$ cat config.mk
export PLATFORM = sky130hd
export DESIGN_NAME = md_sequencer
export DESIGN_NICKNAME = d
export VERILOG_FILES = /design/src/rtl/md_sequencer.sv
export SDC_FILE = /design/constraint.sdc
export NUM_CORES = 1
export LEC_CHECK = 0
export CORE_AREA = 4 4 158 198
export DETAILED_ROUTE_END_ITERATION = 8
export DIE_AREA = 0 0 162 202
export GPL_TIMING_DRIVEN = 0
export PLACE_DENSITY = 0.84
export SYNTH_ARGS = -nofsm -noshare
export SYNTH_HDL_FRONTEND = slang
export SYNTH_SLANG_ARGS = --single-unit
$ cat constraint.sdc
create_clock -name clk -period 4.13 [get_ports clk]
set_input_delay 0.826 -clock clk [delete_from_list [all_inputs] [get_ports clk]]
set_output_delay 0.826 -clock clk [all_outputs]
set_load 0.02 [all_outputs]
$ cat src/rtl/md_sequencer.sv
// Iterative multiply/divide unit beside the EX-stage ALU. Owns HI/LO and stalls the pipeline
// for WIDTH+2 cycles per operation (WIDTH shift steps, one sign-fix cycle, one start cycle).
module md_sequencer #(
    parameter int unsigned WIDTH = 32
) (
    input  logic             clk,
    input  logic             reset,
    input  logic             start_EX,
    input  logic [1:0]       mdOp_EX,
    input  logic [WIDTH-1:0] operandA_EX,
    input  logic [WIDTH-1:0] operandB_EX,
    output logic             stall_md,
    output logic             busy,
    output logic [WIDTH-1:0] hi,
    output logic [WIDTH-1:0] lo,
    output logic             divByZero
);

    localparam int unsigned CW = (WIDTH > 1) ? $clog2(WIDTH) : 1;
    localparam logic [CW-1:0] CntLast = CW'(WIDTH - 1);

    typedef enum logic [1:0] {
        StIdle,
        StCalc,
        StFix,
        StDone
    } state_e;

    state_e           r_state;
    logic [1:0]       r_op;
    logic             r_signA;
    logic             r_signB;
    logic             r_dz;
    logic [WIDTH-1:0] r_rawA;
    logic [WIDTH-1:0] r_acc;
    logic [WIDTH-1:0] r_q;
    logic [WIDTH-1:0] r_b;
    logic [CW-1:0]    r_cnt;
    logic [WIDTH-1:0] r_hi;
    logic [WIDTH-1:0] r_lo;
    logic             r_dbz;
    logic             r_busy;

    // mdOp_EX[0]=0 selects the signed variant; mdOp_EX[1]=1 selects divide.
    logic             w_signA;
    logic             w_signB;
    logic [WIDTH-1:0] w_magA;
    logic [WIDTH-1:0] w_magB;

    assign w_signA = ~mdOp_EX[0] & operandA_EX[WIDTH-1];
    assign w_signB = ~mdOp_EX[0] & operandB_EX[WIDTH-1];
    assign w_magA  = w_signA ? (~operandA_EX + 1'b1) : operandA_EX;
    assign w_magB  = w_signB ? (~operandB_EX + 1'b1) : operandB_EX;

    // Multiply step: {acc,q} holds the partial product, q shifts the multiplier out LSB first.
    logic [WIDTH:0]   w_sum;
    assign w_sum = {1'b0, r_acc} + (r_q[0] ? {1'b0, r_b} : {(WIDTH + 1){1'b0}});

    // Restoring divide step; remainder < divisor keeps the trial within WIDTH+1 signed bits.
    logic [WIDTH:0]   w_trial;
    logic             w_trial_neg;
    assign w_trial     = {r_acc, r_q[WIDTH-1]} - {1'b0, r_b};
    assign w_trial_neg = w_trial[WIDTH];

    logic [2*WIDTH-1:0] w_prod;
    logic [2*WIDTH-1:0] w_prod_neg;
    logic [WIDTH-1:0]   w_hi_fix;
    logic [WIDTH-1:0]   w_lo_fix;

    assign w_prod     = {r_acc, r_q};
    assign w_prod_neg = ~w_prod + 1'b1;

    always_comb begin
        w_hi_fix = r_hi;
        w_lo_fix = r_lo;
        if (!r_op[1]) begin
            {w_hi_fix, w_lo_fix} = (r_signA ^ r_signB) ? w_prod_neg : w_prod;
        end else if (r_dz) begin
            w_lo_fix = {WIDTH{1'b1}};
            w_hi_fix = r_rawA;
        end else begin
            w_lo_fix = (r_signA ^ r_signB) ? (~r_q + 1'b1) : r_q;
            w_hi_fix = r_signA ? (~r_acc + 1'b1) : r_acc;
        end
    end

    always_ff @(posedge clk) begin
        if (reset) begin
            r_state <= StIdle;
            r_op    <= 2'b00;
            r_signA <= 1'b0;
            r_signB <= 1'b0;
            r_dz    <= 1'b0;
            r_rawA  <= '0;
            r_acc   <= '0;
            r_q     <= '0;
            r_b     <= '0;
            r_cnt   <= '0;
            r_hi    <= '0;
            r_lo    <= '0;
            r_dbz   <= 1'b0;
            r_busy  <= 1'b0;
        end else begin
            r_dbz <= 1'b0;
            unique case (r_state)
                StIdle: begin
                    if (start_EX) begin
                        r_op    <= mdOp_EX;
                        r_signA <= w_signA;
                        r_signB <= w_signB;
                        r_dz    <= mdOp_EX[1] & (operandB_EX == '0);
                        r_rawA  <= operandA_EX;
                        r_acc   <= '0;
                        r_q     <= w_magA;
                        r_b     <= w_magB;
                        r_cnt   <= '0;
                        r_busy  <= 1'b1;
                        r_state <= StCalc;
                    end
                end
                StCalc: begin
                    if (!r_op[1]) begin
                        r_acc <= w_sum[WIDTH:1];
                        r_q   <= {w_sum[0], r_q[WIDTH-1:1]};
                    end else if (!w_trial_neg) begin
                        r_acc <= w_trial[WIDTH-1:0];
                        r_q   <= {r_q[WIDTH-2:0], 1'b1};
                    end else begin
                        r_acc <= {r_acc[WIDTH-2:0], r_q[WIDTH-1]};
                        r_q   <= {r_q[WIDTH-2:0], 1'b0};
                    end
                    r_cnt <= r_cnt + CW'(1);
                    if (r_cnt == CntLast) begin
                        r_state <= StFix;
                    end
                end
                StFix: begin
                    r_hi    <= w_hi_fix;
                    r_lo    <= w_lo_fix;
                    r_dbz   <= r_op[1] & r_dz;
                    r_state <= StDone;
                end
                StDone: begin
                    // start_EX here belongs to the instruction that just finished.
                    r_busy  <= 1'b0;
                    r_state <= StIdle;
                end
                default: begin
                    r_busy  <= 1'b0;
                    r_state <= StIdle;
                end
            endcase
        end
    end

    assign stall_md  = ((r_state == StIdle) & start_EX) | (r_state == StCalc)
                     | (r_state == StFix);
    assign busy      = r_busy;
    assign hi        = r_hi;
    assign lo        = r_lo;
    assign divByZero = r_dbz;

endmodule

Yosys cells after proc, flatten, opt, wreduce, memory -nomap -nowiden --
Cells that the tools add are included.
Operators by class: bitwise logic cells 15, shift-type cells 0, magnitude comparators 0, muxes and demuxes 25, reduce and logical (&&, ||, !) cells 9, multipliers 0, add/subtract/negate cells 8, div/mod/pow operators 0, equality and inequality tests 6
Operators by type and width (number):
- $mux W32 | 14
- $add A32 B1 Y32 const B | 4
- $not A32 Y32 | 4
- $pmux W32 S2 | 2
- $add A64 B1 Y64 const B | 1
- $mux W64 | 1
- $not A64 Y64 | 1
- $add A32 B32 Y33 | 1
- $sub A33 B32 Y33 | 1
- $logic_not A32 Y1 | 1
- $pmux W5 S2 | 1
- $pmux W2 S4 | 1
- $reduce_and A2 Y1 | 4
- $add A5 B1 Y5 const B | 1
- $and A1 B1 Y1 | 5
- $eq A5 B5 Y1 const B | 1
- $mux W5 | 1
- $eq A2 B2 Y1 const B | 2
- $mux W2 | 2
- $ne A2 B2 Y1 const B | 2
- $reduce_bool A2 Y1 | 2
- $eq A2 B1 Y1 const B | 1
- $logic_not A2 Y1 | 1
- $mux W1 | 2
- other kinds (5) | 7
Storage, ports and cells: bits of input ports 69, memories 0, bits in read-only memories 0, output and inout port bits 67, bits in latches 0, RAM bits 0, flip-flop bits (word level) 206

Depth between registers and ports, before layout --
depth after elaboration 5, gate-level depth with buffers 15, gate-level depth less buffers 14

Worst setup path after synthesis --
OpenSTA, ideal clock, no wires.
path kind reg2reg, start point reg r_q[31], end point reg r_acc[31], data required time 4002 ps, slack 798 ps, arrival time 3205 ps, library setup time 128 ps, clock period less this slack 3332 ps, cell stages (with the launch flop) 15, path through dfxtp_1 > inv_1 > ha_1 > fa_1 > and2b_1 > o2111ai_1 > nand3_1 > a31oi_2 > o41ai_4 > a41oi_4 > xnor2_4 > buf_4 > o311ai_0 > a32oi_1 > nor2_1
Between the ends: word-level cells in the longest chain between the ends 4
Ends and longest elaborated chain:
- from (decl) | line 36 | logic [WIDTH-1:0] r_q;
- from (signal assigned) | line 114 | r_q <= w_magA;
- from (signal assigned) | line 124 | r_q <= {w_sum[0], r_q[WIDTH-1:1]};
- from (signal assigned) | line 127 | r_q <= {r_q[WIDTH-2:0], 1'b1};
- $sub A33 B32 Y33 | line 62 | assign w_trial = {r_acc, r_q[WIDTH-1]} - {1'b0, r_b};
- $mux W32 | line 125 | end else if (!w_trial_neg) begin
- $mux W32 | line 122 | if (!r_op[1]) begin
- $pmux W32 S2 | line 105 | unique case (r_state)
- to (signal assigned) | line 123 | r_acc <= w_sum[WIDTH:1];
- to (signal assigned) | line 126 | r_acc <= w_trial[WIDTH-1:0];
- to (signal assigned) | line 129 | r_acc <= {r_acc[WIDTH-2:0], r_q[WIDTH-1]};
- to (decl) | line 35 | logic [WIDTH-1:0] r_acc;
Every way passes these cells. A chain may end at the register's enable or synchronous reset.

Worst setup path in the final report --
start point reg r_q[31], end point reg r_acc[24]
Same word-level chain as after synthesis.

==> results.tsv <==
stage	metric	value	unit
final_layout	drive_gt1_frac	0.0422	
timing	finalCriticalPeriod	3990	ps
routing	drtAntennaViolNets	0	
grt	track_usage	0.364	
clock_tree	cts.sinks	205	
timing	maxSlewViolCount	0	
logic_synthesis	syn-mean-instance-area	7.44	µm²
critical_path	crit_fanout	10	
timing	fin_hold_ws	464	ps
logic_synthesis	ys_ff_latch	205	
placement	hpwl	48200	µm
grt	globalRoute.totalOverflow	0	
critical_path	regToRegSetupSlack	140	ps
final_layout	syn2layout_area_growth	17.1	%
logic_synthesis	synth_common_cells	nand2_1 (261), nor2_1 (228), dfxtp_1 (205), a21oi_1 (203), clkbuf_1 (127)	
timing	maxSlewHeadroom	0.0561	
power	pwr-share-seq	0.263	
critical_path	endpoint_kind	flip-flop	
timing	worst_pin_slew	1410	ps
power	p_leak	7.27	nW
floorplanning	die_h	202	µm
timing	tns	0	ps
final_layout	fin_area	0.0186	mm²
power	total_power	11.3	mW
grt	grt_pass1_vias	16900	
placement	gp_congestion	1.08	
outcome	outcome	finished, final reports clean	
routing	drtIter0Drc	1686	
logic_synthesis	synth_top_area_share	0.258	
placement	dpl_cell_area	0.0177	mm²
grt	antenna_found_initial	1	
routing	drt-total-wl	62000	µm
grt	grt_pass1_wl	94200	µm
timing	fin_ws	138	ps
critical_path	critPathRequiredTime	4510	ps
final_layout	n_antenna_cell	0	
timing	clock_skew	33.0	ps
routing	vias_per_cell	6.31	
power	power.density	609	mW/mm²
hold_path	hold_path.class	reg2reg	
placement	io_buffers	134	
logic_synthesis	yosys_warnings	0	
power	power_frac_comb	0.539	
logic_synthesis	synth.distinct_cells	78	
power	netSwitchingFraction	0.474	
routing	dr.pass1.iters	6	
routing	vias	17100	
clock_tree	clockBufferDepth	3	
critical_path	reg2reg_from	r_q[31]$_SDFFE_PP0P_	
floorplanning	initial_core_util	0.544	
logic_synthesis	synthFlopType	dfxtp_1	
job	max_cap_viol_count	0	
critical_path	worstReg2RegEnd	r_acc[24]$_SDFFE_PP0P_	
timing	setup_violations	0	
logic_synthesis	synth-edff-count	0	
power	ir_drop	397	µV
placement	pre_cts_ws	-445	ps
clock_tree	htree_levels	1	
clock_tree	cts_tree	done	
timing	clock.fmax	251	MHz
clock_tree	clk_pin_slew	60	ps
logic_synthesis	synth_fp_nets	2283	
critical_path	cp-startpoint	r_q[31]$_SDFFE_PP0P_	
floorplanning	die_w	162	µm
clock_tree	numCtsBuffers	23	
logic_synthesis	synth_top_area_cell	dfxtp_1	
clock_tree	clock_latency	560	ps
critical_path	arrival	4370	ps
power	clock_power_share	0.198	
timing	fin_crit_sh	0.966	
floorplanning	rows	70	
routing	drc_errors	0	
final_layout	nets	2449	
grt	grt_max_degree	14	
timing	rsz0062_at_grt	false	
logic_synthesis	netlist_top_cells_area	dfxtp_1 (26%), a21oi_1 (6.4%), nand2_1 (6.2%)	
logic_synthesis	yosysSeqAreaShare	0.258	
logic_synthesis	synthArstFlopShare	0	
floorplanning	core_region_area	0.0293	mm²
critical_path	path_class	reg2reg	
critical_path	cp-endpoint	r_acc[24]$_SDFFE_PP0P_	
power	p_int	5.97	mW
power	switching_power	5.37	mW
timing	hold_viol	0	
logic_synthesis	synth_most_common_cell	nand2_1	
floorplanning	dieArea	0.0327	mm²
critical_path	startpoint_type	flip-flop	
floorplanning	io_pins	136	
logic_synthesis	synthesis.area	0.0159	mm²
final_layout	fill_cells	2629	
clock_tree	cts_root_buf	clkbuf_16	
routing	post_drt_wl_per_cell	22.8	µm
logic_synthesis	syn_inst	2138	
critical_path	reg2reg_depth	16	
per-layer routing:
layer / GRT usage / wire, µm / up-vias
li1: - / - / 7924
met3: 0.0632 / 4760 / 286
met4: 0.304 / 6200 / 2
met5: 0 / 13 / -
met2: 0.609 / 28800 / 927
met1: 0.399 / 22300 / 7989
worst max-delay path, stage by stage, from the launching register on:
cell and delay (ps):
dfxtp_2 410, inv_1 150, ha_1 280, fa_1 390
and2b_1 260, o2111ai_1 180, nand3_2 160, a31oi_2 170
o41ai_4 230, buf_4 200, a41oi_4 190, xnor2_4 320
buf_4 170, buf_4 110, buf_6 190, mux2i_1 220
o221ai_1 160
cell families (layout without fill, tap and decap cells):
family / after synthesis / in the layout / synth area share
simple gates: 723 / 723 / 0.210
compound gates: 631 / 631 / 0.256
buf+inv: 231 / 413 / 0.0573
flops: 205 / 205 / 0.258
xor+xnor: 190 / 190 / 0.106
mux: 82 / 82 / 0.0520
fa+ha+maj: 76 / 76 / 0.0607
stage by stage:
step                 util  instances
floorplan               -       2138
global placement    0.607       2668
detailed placement  0.607       2668
CTS                 0.635       2711
global route        0.637       2716
finish              0.637       2716
flip-flops by register name, indices dropped and copies added (netlist names):
register	flops
r_state	2
lo	32
hi	32
r_q	32
r_signA	1
divByZero	1
busy	1
r_cnt	5
r_b	32
r_dz	1
r_acc	32
r_rawA	32
r_signB	1
r_op	1
layout by cell type, fill, tap and decap left out, drive strengths merged, types with 16 or more instances in the layout:
master,n
nand2,261
nor2,229
dfxtp,205
a21oi,203
clkbuf,160
clkdlybuf4s50,134
xnor2,111
o21ai,110
xor2,79
mux2i,77
ha,74
inv,73
a211oi,64
o211ai,61
a21o,48
nor3,46
buf,38
nand2b,35
or3,30
o31ai,25
nor4,25
a22oi,20
a31oi,19
nand3,17
a311oi,16
layout make-up:
class	instances	area, µm²	share of cell area
plain buffers	158	643	0.0345
clock buffers	32	669	0.0359
clock inverters	9	141	0.00759
inverters	72	270	0.0145
multi-input cells	1702	10900	0.585
flip-flops and latches	205	4110	0.220
well taps	396	495	0.0266
repair buffers	142	1400	0.0752
power groups by stage:
| stage | clock [mW] | sequential, mW | combinational (mW) |
|---|---|---|---|
| final | 2.25 | 2.98 | 6.12 |
| after global routing | 2.34 | 3.03 | 6.57 |
| after CTS | 2.25 | 2.95 | 5.93 |
| after detailed placement | 0 | 2.99 | 5.89 |
| after global placement | 0 | 2.97 | 5.78 |
| after floorplan | 0 | 3.05 | 3.80 |
how the worst min path moves through the flow:
| stage | start | endpoint | slack [ps] | cells past startpoint |
|---|---|---|---|---|
| 2_1_floorplan | r_b[31]$_SDFFE_PP0P_ | r_b[31]$_SDFFE_PP0P_ | 430 | 2 |
| 3_3_place_gp | r_b[31]$_SDFFE_PP0P_ | r_b[31]$_SDFFE_PP0P_ | 450 | 2 |
| 3_5_place_dp | r_rawA[0]$_SDFFE_PP0P_ | r_rawA[0]$_SDFFE_PP0P_ | 460 | 2 |
| 4_1_cts | r_rawA[30]$_SDFFE_PP0P_ | r_rawA[30]$_SDFFE_PP0P_ | 460 | 2 |
| 5_1_grt | r_rawA[1]$_SDFFE_PP0P_ | r_rawA[1]$_SDFFE_PP0P_ | 490 | 2 |
| 6_report | r_rawA[30]$_SDFFE_PP0P_ | r_rawA[30]$_SDFFE_PP0P_ | 460 | 2 |
repair_timing:
item                       in CTS  in global routing
setup endpoints to repair      33                 20
pin swaps                       1                  1
buffers inserted                2                  6
hold buffers                    0                  0
gates resized for setup         2                 10
No activity file was read; power rests on OpenSTA's default activity.
